File: src/rtl/axi4_wr_arbiter_if.sv
// AXI4 write-channel bundle (AW, W, B) for the write arbiter.
// N lanes are packed side by side, lane 0 in the low slice. BRESP is a
// single shared 2-bit field regardless of N.
interface axi4_wr_arbiter_if #(
    parameter int N          = 1,
    parameter int DATA_WIDTH = 32,
    parameter int ADDR_WIDTH = 32
);
    logic [N*ADDR_WIDTH-1:0]     AWADDR;
    logic [2*N-1:0]              AWBURST;
    logic [3*N-1:0]              AWSIZE;
    logic [8*N-1:0]              AWLEN;
    logic [N-1:0]                AWVALID;
    logic [N-1:0]                AWREADY;
    logic [N*DATA_WIDTH-1:0]     WDATA;
    logic [N*DATA_WIDTH/8-1:0]   WSTRB;
    logic [N-1:0]                WLAST;
    logic [N-1:0]                WVALID;
    logic [N-1:0]                WREADY;
    logic [1:0]                  BRESP;
    logic [N-1:0]                BVALID;
    logic [N-1:0]                BREADY;

    modport master (
        output AWADDR, AWBURST, AWSIZE, AWLEN, AWVALID,
        output WDATA, WSTRB, WLAST, WVALID, BREADY,
        input  AWREADY, WREADY, BRESP, BVALID
    );

    modport slave (
        input  AWADDR, AWBURST, AWSIZE, AWLEN, AWVALID,
        input  WDATA, WSTRB, WLAST, WVALID, BREADY,
        output AWREADY, WREADY, BRESP, BVALID
    );
endinterface

File: src/rtl/axi4_wr_arbiter.sv
// Two-requester AXI4 write arbiter. Round-robin grant, held from AW
// acceptance through the B handshake so bursts never interleave.
// Optional macro AXI4_WR_ARB_BEAT_CHECK_EN: arbiter generates WLAST from
// the accepted AWLEN and raises a sticky ERR when the requester's WLAST
// disagrees with it.
module axi4_wr_arbiter #(
    parameter int DATA_WIDTH = 32,
    parameter int ADDR_WIDTH = 32
) (
    input  logic              ACLK,
    input  logic              ARESETn,
    axi4_wr_arbiter_if.slave  S,
    axi4_wr_arbiter_if.master M,
    output logic [1:0]        GRANT,
    output logic              ERR
);
    localparam int NUM_REQ = 2;
    localparam int STRB_W  = DATA_WIDTH / 8;

    typedef enum logic [1:0] {IDLE, ADDR, DATA, RESP} state_t;

    state_t             state, state_nxt;
    logic               gnt, gnt_nxt;
    logic               rr, rr_nxt;
    logic               aw_hs, w_hs, b_hs, wlast;
    logic [NUM_REQ-1:0] own, aw_rdy, w_rdy, b_vld;

    assign aw_hs = M.AWVALID && M.AWREADY;
    assign w_hs  = M.WVALID && M.WREADY;
    assign b_hs  = M.BVALID && M.BREADY;

    // State, registered grant index and round-robin preference
    always_ff @(posedge ACLK or negedge ARESETn) begin
        if (!ARESETn) begin
            state <= IDLE;
            gnt   <= 1'b0;
            rr    <= 1'b0;
        end else begin
            state <= state_nxt;
            gnt   <= gnt_nxt;
            rr    <= rr_nxt;
        end
    end

    // Arbitrate in IDLE, then walk AW -> W -> B for the granted requester
    always_comb begin
        state_nxt = state;
        gnt_nxt   = gnt;
        rr_nxt    = rr;
        case (state)
            IDLE: if (|S.AWVALID) begin
                gnt_nxt   = (&S.AWVALID) ? rr : S.AWVALID[1];
                state_nxt = ADDR;
            end
            ADDR: if (aw_hs) state_nxt = DATA;
            DATA: if (w_hs && wlast) state_nxt = RESP;
            RESP: if (b_hs) begin
                rr_nxt    = ~gnt;
                state_nxt = IDLE;
            end
            default: state_nxt = IDLE;
        endcase
    end

    // Per-requester ownership; only the owner sees READY/BVALID
    for (genvar g = 0; g < NUM_REQ; g++) begin : g_req
        assign own[g]    = (state != IDLE) && (int'(gnt) == g);
        assign aw_rdy[g] = own[g] && (state == ADDR) && M.AWREADY;
        assign w_rdy[g]  = own[g] && (state == DATA) && M.WREADY;
        assign b_vld[g]  = own[g] && (state == RESP) && M.BVALID;
    end

    assign GRANT     = own;
    assign S.AWREADY = aw_rdy;
    assign S.WREADY  = w_rdy;
    assign S.BVALID  = b_vld;
    assign S.BRESP   = M.BRESP;

    // Forward the granted requester downstream; VALIDs gated by state
    always_comb begin
        M.AWADDR  = gnt ? S.AWADDR[ADDR_WIDTH +: ADDR_WIDTH] : S.AWADDR[0 +: ADDR_WIDTH];
        M.AWBURST = gnt ? S.AWBURST[3:2] : S.AWBURST[1:0];
        M.AWSIZE  = gnt ? S.AWSIZE[5:3]  : S.AWSIZE[2:0];
        M.AWLEN   = gnt ? S.AWLEN[15:8]  : S.AWLEN[7:0];
        M.WDATA   = gnt ? S.WDATA[DATA_WIDTH +: DATA_WIDTH] : S.WDATA[0 +: DATA_WIDTH];
        M.WSTRB   = gnt ? S.WSTRB[STRB_W +: STRB_W] : S.WSTRB[0 +: STRB_W];
        M.WLAST   = wlast;
        M.AWVALID = (state == ADDR) && S.AWVALID[gnt];
        M.WVALID  = (state == DATA) && S.WVALID[gnt];
        M.BREADY  = (state == RESP) && S.BREADY[gnt];
    end

`ifdef AXI4_WR_ARB_BEAT_CHECK_EN
    logic [7:0] beat_cnt;
    logic       err_q;

    // Remaining beats after the current one; zero marks the last beat
    assign wlast = (beat_cnt == 8'd0);
    assign ERR   = err_q;

    // Load AWLEN on acceptance, count W beats, latch any WLAST disagreement
    always_ff @(posedge ACLK or negedge ARESETn) begin
        if (!ARESETn) begin
            beat_cnt <= 8'd0;
            err_q    <= 1'b0;
        end else begin
            if (aw_hs)
                beat_cnt <= M.AWLEN;
            else if (w_hs)
                beat_cnt <= beat_cnt - 8'd1;
            if (w_hs && (S.WLAST[gnt] != wlast))
                err_q <= 1'b1;
        end
    end
`else
    assign wlast = S.WLAST[gnt];
    assign ERR   = 1'b0;
`endif
endmodule

File: src/flat_wrapper.sv
// flat-port wrapper written by rule: the top's interface ports become plain ports
module axi4_wr_arbiter_flat 
#(
    parameter int DATA_WIDTH = 32,
    parameter int ADDR_WIDTH = 32
)
  (ACLK, ARESETn, GRANT, ERR, S_AWADDR, S_AWBURST, S_AWSIZE, S_AWLEN, S_AWVALID, S_WDATA, S_WSTRB, S_WLAST, S_WVALID, S_BREADY, S_AWREADY, S_WREADY, S_BRESP, S_BVALID, M_AWADDR, M_AWBURST, M_AWSIZE, M_AWLEN, M_AWVALID, M_WDATA, M_WSTRB, M_WLAST, M_WVALID, M_BREADY, M_AWREADY, M_WREADY, M_BRESP, M_BVALID);
  axi4_wr_arbiter_if #(.N(2), .DATA_WIDTH(DATA_WIDTH), .ADDR_WIDTH(ADDR_WIDTH)) S_i ();
  axi4_wr_arbiter_if #(.N(1), .DATA_WIDTH(DATA_WIDTH), .ADDR_WIDTH(ADDR_WIDTH)) M_i ();
  input  logic ACLK;
  input  logic ARESETn;
  output logic [1:0] GRANT;
  output logic ERR;
  input wire logic [$bits(S_i.AWADDR)-1:0] S_AWADDR;
  input wire logic [$bits(S_i.AWBURST)-1:0] S_AWBURST;
  input wire logic [$bits(S_i.AWSIZE)-1:0] S_AWSIZE;
  input wire logic [$bits(S_i.AWLEN)-1:0] S_AWLEN;
  input wire logic [$bits(S_i.AWVALID)-1:0] S_AWVALID;
  input wire logic [$bits(S_i.WDATA)-1:0] S_WDATA;
  input wire logic [$bits(S_i.WSTRB)-1:0] S_WSTRB;
  input wire logic [$bits(S_i.WLAST)-1:0] S_WLAST;
  input wire logic [$bits(S_i.WVALID)-1:0] S_WVALID;
  input wire logic [$bits(S_i.BREADY)-1:0] S_BREADY;
  output wire logic [$bits(S_i.AWREADY)-1:0] S_AWREADY;
  output wire logic [$bits(S_i.WREADY)-1:0] S_WREADY;
  output wire logic [$bits(S_i.BRESP)-1:0] S_BRESP;
  output wire logic [$bits(S_i.BVALID)-1:0] S_BVALID;
  output wire logic [$bits(M_i.AWADDR)-1:0] M_AWADDR;
  output wire logic [$bits(M_i.AWBURST)-1:0] M_AWBURST;
  output wire logic [$bits(M_i.AWSIZE)-1:0] M_AWSIZE;
  output wire logic [$bits(M_i.AWLEN)-1:0] M_AWLEN;
  output wire logic [$bits(M_i.AWVALID)-1:0] M_AWVALID;
  output wire logic [$bits(M_i.WDATA)-1:0] M_WDATA;
  output wire logic [$bits(M_i.WSTRB)-1:0] M_WSTRB;
  output wire logic [$bits(M_i.WLAST)-1:0] M_WLAST;
  output wire logic [$bits(M_i.WVALID)-1:0] M_WVALID;
  output wire logic [$bits(M_i.BREADY)-1:0] M_BREADY;
  input wire logic [$bits(M_i.AWREADY)-1:0] M_AWREADY;
  input wire logic [$bits(M_i.WREADY)-1:0] M_WREADY;
  input wire logic [$bits(M_i.BRESP)-1:0] M_BRESP;
  input wire logic [$bits(M_i.BVALID)-1:0] M_BVALID;
  assign S_i.AWADDR = S_AWADDR;
  assign S_i.AWBURST = S_AWBURST;
  assign S_i.AWSIZE = S_AWSIZE;
  assign S_i.AWLEN = S_AWLEN;
  assign S_i.AWVALID = S_AWVALID;
  assign S_i.WDATA = S_WDATA;
  assign S_i.WSTRB = S_WSTRB;
  assign S_i.WLAST = S_WLAST;
  assign S_i.WVALID = S_WVALID;
  assign S_i.BREADY = S_BREADY;
  assign S_AWREADY = S_i.AWREADY;
  assign S_WREADY = S_i.WREADY;
  assign S_BRESP = S_i.BRESP;
  assign S_BVALID = S_i.BVALID;
  assign M_AWADDR = M_i.AWADDR;
  assign M_AWBURST = M_i.AWBURST;
  assign M_AWSIZE = M_i.AWSIZE;
  assign M_AWLEN = M_i.AWLEN;
  assign M_AWVALID = M_i.AWVALID;
  assign M_WDATA = M_i.WDATA;
  assign M_WSTRB = M_i.WSTRB;
  assign M_WLAST = M_i.WLAST;
  assign M_WVALID = M_i.WVALID;
  assign M_BREADY = M_i.BREADY;
  assign M_i.AWREADY = M_AWREADY;
  assign M_i.WREADY = M_WREADY;
  assign M_i.BRESP = M_BRESP;
  assign M_i.BVALID = M_BVALID;
  axi4_wr_arbiter #(.DATA_WIDTH(DATA_WIDTH), .ADDR_WIDTH(ADDR_WIDTH)) u_core (.ACLK(ACLK), .ARESETn(ARESETn), .S(S_i), .M(M_i), .GRANT(GRANT), .ERR(ERR));
endmodule
File: config.mk
export PLATFORM = sky130hd
export DESIGN_NAME = axi4_wr_arbiter_flat
export DESIGN_NICKNAME = d
export VERILOG_FILES = /design/src/rtl/axi4_wr_arbiter_if.sv /design/src/rtl/axi4_wr_arbiter.sv /design/src/flat_wrapper.sv
export SDC_FILE = /design/constraint.sdc
export NUM_CORES = 1
export LEC_CHECK = 0
export CORE_AREA = 2 2 105 107
export DETAILED_ROUTE_END_ITERATION = 8
export DIE_AREA = 0 0 107 109
export PLACE_DENSITY = 0.56
export SLEW_MARGIN = 20
export SYNTH_ARGS = -nofsm -noshare
export SYNTH_HDL_FRONTEND = slang
export SYNTH_SLANG_ARGS = --single-unit
File: constraint.sdc
create_clock -name ACLK -period 2.5 [get_ports ACLK]
set_clock_uncertainty 0.1 [all_clocks]
set_input_delay 0.5 -clock ACLK [delete_from_list [all_inputs] [get_ports ACLK]]
set_output_delay 0.5 -clock ACLK [all_outputs]
set_load 0.01 [all_outputs]
; Word level (Yosys, flattened, before mapping)
; Cells that the tools add are included.
[op_classes]
n_lt_le_gt_ge = 1
eq_ne = 7
mux = 20
bitwise = 2
n_reduce_logical = 28
[op_table]
columns = cell, n
row1 = 2-to-1 mux 32 bit, 2
row2 = logical AND 1 bit, 21
row3 = 2-to-1 mux 2 bit, 5
row4 = 2-to-1 mux 1 bit, 9
row5 = 2-to-1 mux 8 bit, 1
row6 = "inequality test 2 x 1 -> 1 bit, second input constant", 4
row7 = one-hot mux 2 bit (4 select lines), 1
row8 = AND reduction 2 bit, 3
row9 = "== test 2 bit, second input constant", 2
row10 = 2-to-1 mux 4 bit, 1
row11 = AND reduction 4 bit, 1
row12 = 2-to-1 mux 3 bit, 1
row13 = "== test 2 x 1 -> 1 bit, second input constant", 1
row14 = zero test 2 bit, 1
row15 = "< comparator 1 x 2 -> 1 bit, second input constant", 1
row16 = inverter 1 bit, 2
row17 = nonzero test 2 bit, 1
row18 = OR reduction 2 bit, 1
[totals]
reg_bits = 4
in_bits = 177
out_inout_bits = 96

; Logic depth before layout (Yosys ltp)
; Gate-level depths: netlist (run 1).
[logic_depth]
depth_word = 7
depth_mapped = 6
mapped_depth_nobuf = 5

; Worst setup path before layout (run 1)
; No wires, ideal clock.
[synth_path]
kind = register to register
from = register u_core.state[0]
to = register u_core.state[1]
setup_ps = 128
arrival_ps = 1678
required_ps = 2272
slack_ps = 595
stages_incl_launch_ff = 7
path_buffers = 1
period_less_slack_ps = 1905
path_cell_list = dfrtp_1 inv_1 ha_1 clkbuf_1 a221o_1 a221o_1 mux2_1
[synth_via]
elab_chain_len = 6
[synth_lines]
columns = element, line
row1 = start: declaration, axi4_wr_arbiter.sv:22  ; state_t state, state_nxt;
row2 = start signal: assignment, axi4_wr_arbiter.sv:39  ; state <= state_nxt;
row3 = == test 2 bit, "axi4_wr_arbiter.sv:50, axi4_wr_arbiter.sv:89"
row4 = logical AND 1 bit, axi4_wr_arbiter.sv:89  ; M.WVALID = (state == DATA) && S.WVALID[gnt];
row5 = logical AND 1 bit, axi4_wr_arbiter.sv:29  ; assign w_hs = M.WVALID && M.WREADY;
row6 = logical AND 1 bit, axi4_wr_arbiter.sv:56  ; DATA: if (w_hs && wlast) state_nxt = RESP;
row7 = inequality test 2 x 1 -> 1 bit (no line), n/a
row8 = AND reduction 4 bit (no line), n/a
; Several ways; a longest one is shown, not always the timed one.
; A chain may end at the register's enable or synchronous reset.

; Worst setup path in the final report (run 1)
[layout_path]
from = register u_core.gnt
to = output port M_WLAST
[layout_via]
elab_chain_len = 2
[layout_lines]
columns = element, line
row1 = start: declaration, axi4_wr_arbiter.sv:23  ; logic gnt, gnt_nxt;
row2 = start signal: assignment, axi4_wr_arbiter.sv:40  ; gnt <= gnt_nxt;
row3 = 2-to-1 mux 1 bit (implied by the code) (2 in a row), axi4_wr_arbiter.sv:116  ; assign wlast = S.WLAST[gnt];
row4 = end: declaration, flat_wrapper.sv:35  ; output wire logic [$bits(M_i.WLAST)-1:0] M_WLAST;
; No other way between the ends. The select of a mux whose other input is x is not followed.

==> results of run 1 <==
## how the worst min path moves through the flow
stage	end	slack, ns	depth (start not counted)
3_3_place_gp	u_core.rr	0.41	2
6_report	u_core.state[0]	0.39	1
3_5_place_dp	u_core.rr	0.42	2
4_1_cts	u_core.state[0]	0.39	1
2_1_floorplan	u_core.gnt	0.10	0
5_1_grt	u_core.state[0]	0.40	1
## final cells by class
cell class              instances  area share
clock buffers                   4      0.0105
inverters                       3     0.00262
multi-input cells             120       0.275
flip-flops and latches          4      0.0241
well taps                     140      0.0407
repair buffers                273       0.647
## power by group
part	switching [uW]	leakage (uW)	internal [uW]
clock	42.6	0.0000228	110
sequential	43.1	0.0000432	104
combinational	1040	0.00166	1720
total	1120	0.00173	1930
## layout by cell type, fill, tap and decap left out
cell               n
nand3_1            1
nand2b_1           1
dfrtp_1            3
a21oi_1            1
dlymetal6s2s_1     6
ha_1               4
a31oi_1            2
clkbuf_8           3
mux2_2            81
conb_1             1
o21ai_0            1
nand4b_1           1
nor2_2             1
clkdlybuf4s50_1  261
nor3_1             3
mux2_1             2
clkbuf_16          1
inv_1              3
buf_12             1
nor2_1             5
nand2_1            5
mux2i_1            4
clkbuf_1           1
buf_4              3
buf_16             1
dfrtp_4            1
nor2b_1            4
nand2b_2           1
a221o_1            2
## what timing repair did
item | in CTS | in global routing
gates resized for setup | 0 | 9
setup endpoints to repair | 0 | 8
hold buffers | 0 | 0
## cell families (layout without fill, tap and decap cells)
logic type               count (synthesis)  in the layout  share of synthesized area
multiplexers                            87             87                      0.716
AND/OR/NAND/NOR                         22             22                     0.0790
buffers and inverters                   17            280                     0.0607
AO/OA/AOI/OAI                            6              6                     0.0312
adder cells (fa/ha/maj)                  4              4                     0.0368
flip-flops                               4              4                     0.0735
other                                    1              1                    0.00275
## state kept, by name, indices dropped and copies added (netlist names)
name	cells
u_core.state	2
u_core.gnt	1
u_core.rr	1
## per-layer routing
| layer | wire length, microns | up-vias |
|---|---|---|
| met5 | 0 | - |
| li1 | - | 1044 |
| met4 | 38 | 0 |
| met3 | 1020 | 5 |
| met1 | 2810 | 978 |
| met2 | 4220 | 164 |
## through the flow
step	area [sq um]	power, uW	instances	utilization	setup WS [ns]
after floorplan	1360	1420	141	-	0.595
after global placement	4200	2840	539	0.397	0.0798
after detailed placement	4200	2840	539	0.397	0.0738
after CTS	4250	3010	543	0.401	0.000296
after global routing	4300	3240	544	0.406	0.0398
final	4300	3050	544	0.406	0.0718
==> flow_summary.toml, run 1 <==
[status]
outcome = "completed"

[logic_synthesis]
ys_warn_count = 0
synth.area.top_cells = "mux2_2 67%, dfrtp_1 7.4%, ha_1 3.7%"
synth_flop_cell = "dfrtp_1"
yosysSeqAreaShare = 0.0735
synth-edff-count = 0
synthCells = 141
syn_nets = 322
post-synth-top-area-cell = "mux2_2"
avgSynthCellArea_sq_um = 9.65
synth_seq_cells = 4
async_reset_ff_frac = 1.00
synth_common_cells = "81 x mux2_2, 7 x clkbuf_1, 6 x nor2_1"
synth_area_sq_mm = 0.00136
synth_most_common_cell = "mux2_2"
synth_cell_types = 21
synth_top_area_frac = 0.670

[setup_path]
ff2ff_setup_slack_ns = 0.42
end_kind = "output port"
crit_start = "u_core.gnt"
crit_chain = "buf_16, mux2_1, clkdlybuf4s50_1"
cp-start-kind = "flip-flop"
slowest_delay_ns = 0.51
critPathMaxFanout = 28
reg2reg_depth = 6
worst_ep_arrival_time_ns = 1.83
timing.rr.end = "u_core.state[1]"
cp.depth = 3
worst_path_max_delay_cell = "dfrtp_4"
worstSetupEndpoint = "M_WLAST"
cp.required_ns = 1.90
crit_family = "buffers and inverters"
reg2reg_from = "u_core.state[0]"
path_buf_inv = 2
crit_type = "flip-flop to output port"

[clock_network]
clk_latency_ns = 0.22
numCtsBuffers = 3
h-tree-depth = 1
post_cts_buffers = 0
cts_buffer_depth = 2
cts_tree = "done"
clkSinkCount = 4
clkTransAtPathRegs_ns = 0.04
cts_root_buf = "clkbuf_8"

[global_route]
antenna_found_initial = 0
grt_max_degree = 57
grt_overflow = 0
grt_use_total = 0.117
grt_use_met1 = 0.128
grt_pass1_vias = 2128
gr-usage-met2 = 0.225
grt_busiest_layer = "met2"
use_met3 = 0.0347
grt_pass1_wl_mm = 10.8

[power]
p_leak_uw = 0.00173
peakVddDrop_mv = 0.516
p_per_area_mw_per_mm2 = 709

[cells_and_area]
fill_cells = 1046
layout.nets = 586
drive_above_1_share = 0.230
antenna_cells = 0
multi_input_area_sq_mm = 0.00118
regArea_sq_um = 104
syn2layout_area_growth_pct = 216

[route]
drc_errors = 0
wl_per_cell_microns = 14.9
vias_per_cell = 4.03
vias = 2191
ant_nets = 0
drtIter0Drc = 56
routed_wl_mm = 8.09
drt_pre_antenna_iters = 4

[floorplan]
fp.dieW_microns = 107
die_y_microns = 109
io-pin-count = 273
core_area_sq_mm = 0.0106
initial_core_util = 0.128
die_area_sq_mm = 0.0117
std_cell_rows = 38

[timing]
whs_ns = 0.391
fin_tns_setup_ns = 0
fin_crit_sh = 0.971
slew_violations = 0
max_freq_mhz = 412
rsz0062_at_grt = "false"
setup_viol = 0
hold_viol = 0
post-route-min-period_ns = 2.43

[place]
place_congestion = 0.721
portBuffers = 267
dpl.hpwl_mm = 6.77

[job]
maxCapViolations = 0

[worst_hold_path]
min_path_type = "input port to async pin"
Note: power is estimated with default switching activity, not from simulation.
==> inputs of run 2 (changes only) <==
Settings changed: CTS_BUF_LIST set to sky130_fd_sc_hd__clkbuf_4 sky130_fd_sc_hd__clkbuf_8, SETUP_SLACK_MARGIN set to 0.3.
==> run 2 against run 1 <==
Effect of this change: final cell count increased by 1.8%; die area unchanged; wire length increased by 6.1%; highest routed layer unchanged.
==> flow_summary.toml, run 2 (synthesis gave the netlist of run 1 again) <==
[cells_and_area]
layout.cells.most_common = "clkdlybuf4s50_1"
largest_reg_flops = 2
largest-register = "u_core.state"
fin_cells = 554
syn2layout_area_growth_pct = 229
drive_above_1_share = 0.285
layout.nets = 596
antenna_cells = 0
final_cell_mix = "205 x clkdlybuf4s50_1, 81 x mux2_2, 33 x dlymetal6s2s_1"
largest_registers = "u_core.state x2, u_core.gnt x1, u_core.rr x1"

[floorplan]
die_area_sq_mm = 0.0117
std_cell_rows = 38
fp.dieW_microns = 107
die_y_microns = 109
io-pin-count = 273
core_area_sq_mm = 0.0106
initial_core_util = 0.128

[setup_path]
cp.required_ns = 1.90
crit_type = "flip-flop to output port"
ff2ff_setup_slack_ns = 0.18
critPathMaxFanout = 14
cp-start-kind = "flip-flop"
worst_ep_arrival_time_ns = 1.78
end_kind = "output port"

[clock_network]
numCtsBuffers = 3
cts_root_buf = "clkbuf_8"
clk_latency_ns = 0.22
clkTransAtPathRegs_ns = 0.04
cts_buffer_depth = 2
h-tree-depth = 1
cts_tree = "done"
clkSinkCount = 4

[place]
place_congestion = 0.721
post-place-ws_ns = 0.0738
portBuffers = 267
dpl.hpwl_mm = 6.77
dp_cells = 539

[route]
drtIter0Drc = 65
wl_per_cell_microns = 15.5
drt_pre_antenna_iters = 4
routed_wl_mm = 8.58
vias_per_cell = 4.06
vias = 2251
ant_nets = 0
drc_errors = 0

[global_route]
antenna_found_initial = 0
grt_use_total = 0.124
grt_overflow = 0
grt_pass1_vias = 2216
grt_pass1_wl_mm = 11.4
grt_max_degree = 29

[timing]
slew_violations = 0
worst_slack_ns = 0.122
max_freq_mhz = 421
rsz0062_at_grt = "true"
setup_viol = 0
post-route-min-period_ns = 2.38
fin_crit_sh = 0.951
fin_tns_setup_ns = 0
hold_viol = 0

[power]
p_per_area_mw_per_mm2 = 725
peakVddDrop_mv = 0.376
p_leak_uw = 0.00205

[worst_hold_path]
min_path_type = "input port to async pin"

[status]
outcome = "completed"

[job]
maxCapViolations = 0
==> run 2: report_power, final <==
| part | internal, uW | switching (uW) | total (uW) |
|---|---|---|---|
| Combinational | 1820 | 1120 | 2940 |
| Sequential | 104 | 39.9 | 143 |
| Clock | 120 | 42.4 | 163 |
==> run 2: per-layer routing <==
metal,global-route usage,wire [microns]
met5,0,0
met4,0.0278,65
met3,0.0371,1020
met2,0.244,4500
met1,0.130,3000
==> run 2: worst paths after layout <==
path	startpoint	endpoint	depth (start not counted)
min	ARESETn	u_core.state[0]	1
min reg2reg	u_core.rr	u_core.rr	2
max in group asynchronous	ARESETn	u_core.gnt	1
max reg2reg	u_core.gnt	u_core.state[1]	7
max	u_core.gnt	M_WDATA[15]	4
min in group ACLK	u_core.rr	u_core.rr	2
==> run 2: layout make-up <==
class | count | area, sq um
clock buffer | 4 | 48.8
fill | 1045 | 6120
inverter | 3 | 11.3
multi-input combinational | 120 | 1210
sequential | 4 | 104
tap | 140 | 175
timing repair buffer | 283 | 2930
==> run 2: stage by stage <==
step | total power, uW | cell area, sq um | util | hold slack, ns
global route | 3450 | 4480 | 0.423 | 0.394
finish | 3250 | 4480 | 0.423 | 0.391
detailed placement | 2840 | 4200 | 0.397 | 0.418
global placement | 2840 | 4200 | 0.397 | 0.411
CTS | 3160 | 4340 | 0.409 | 0.391
floorplan | 1420 | 1360 | - | 0.104
==> run 2: worst max-delay path, stage by stage (launching register included) <==
cell and delay (ns):
dfrtp_4 0.50, buf_12 0.14, buf_16 0.15, mux2_2 0.22
clkdlybuf4s50_1 0.54
==> run 2: what timing repair did <==
| item | in CTS | in global routing |
|---|---|---|
| cloned | 2 | 3 |
| resized for setup | 34 | 65 |
| pin swaps | 0 | 1 |
| setup endpoints to repair | 93 | 89 |
| setup buffers | 5 | 1 |
| hold buffers | 0 | 0 |
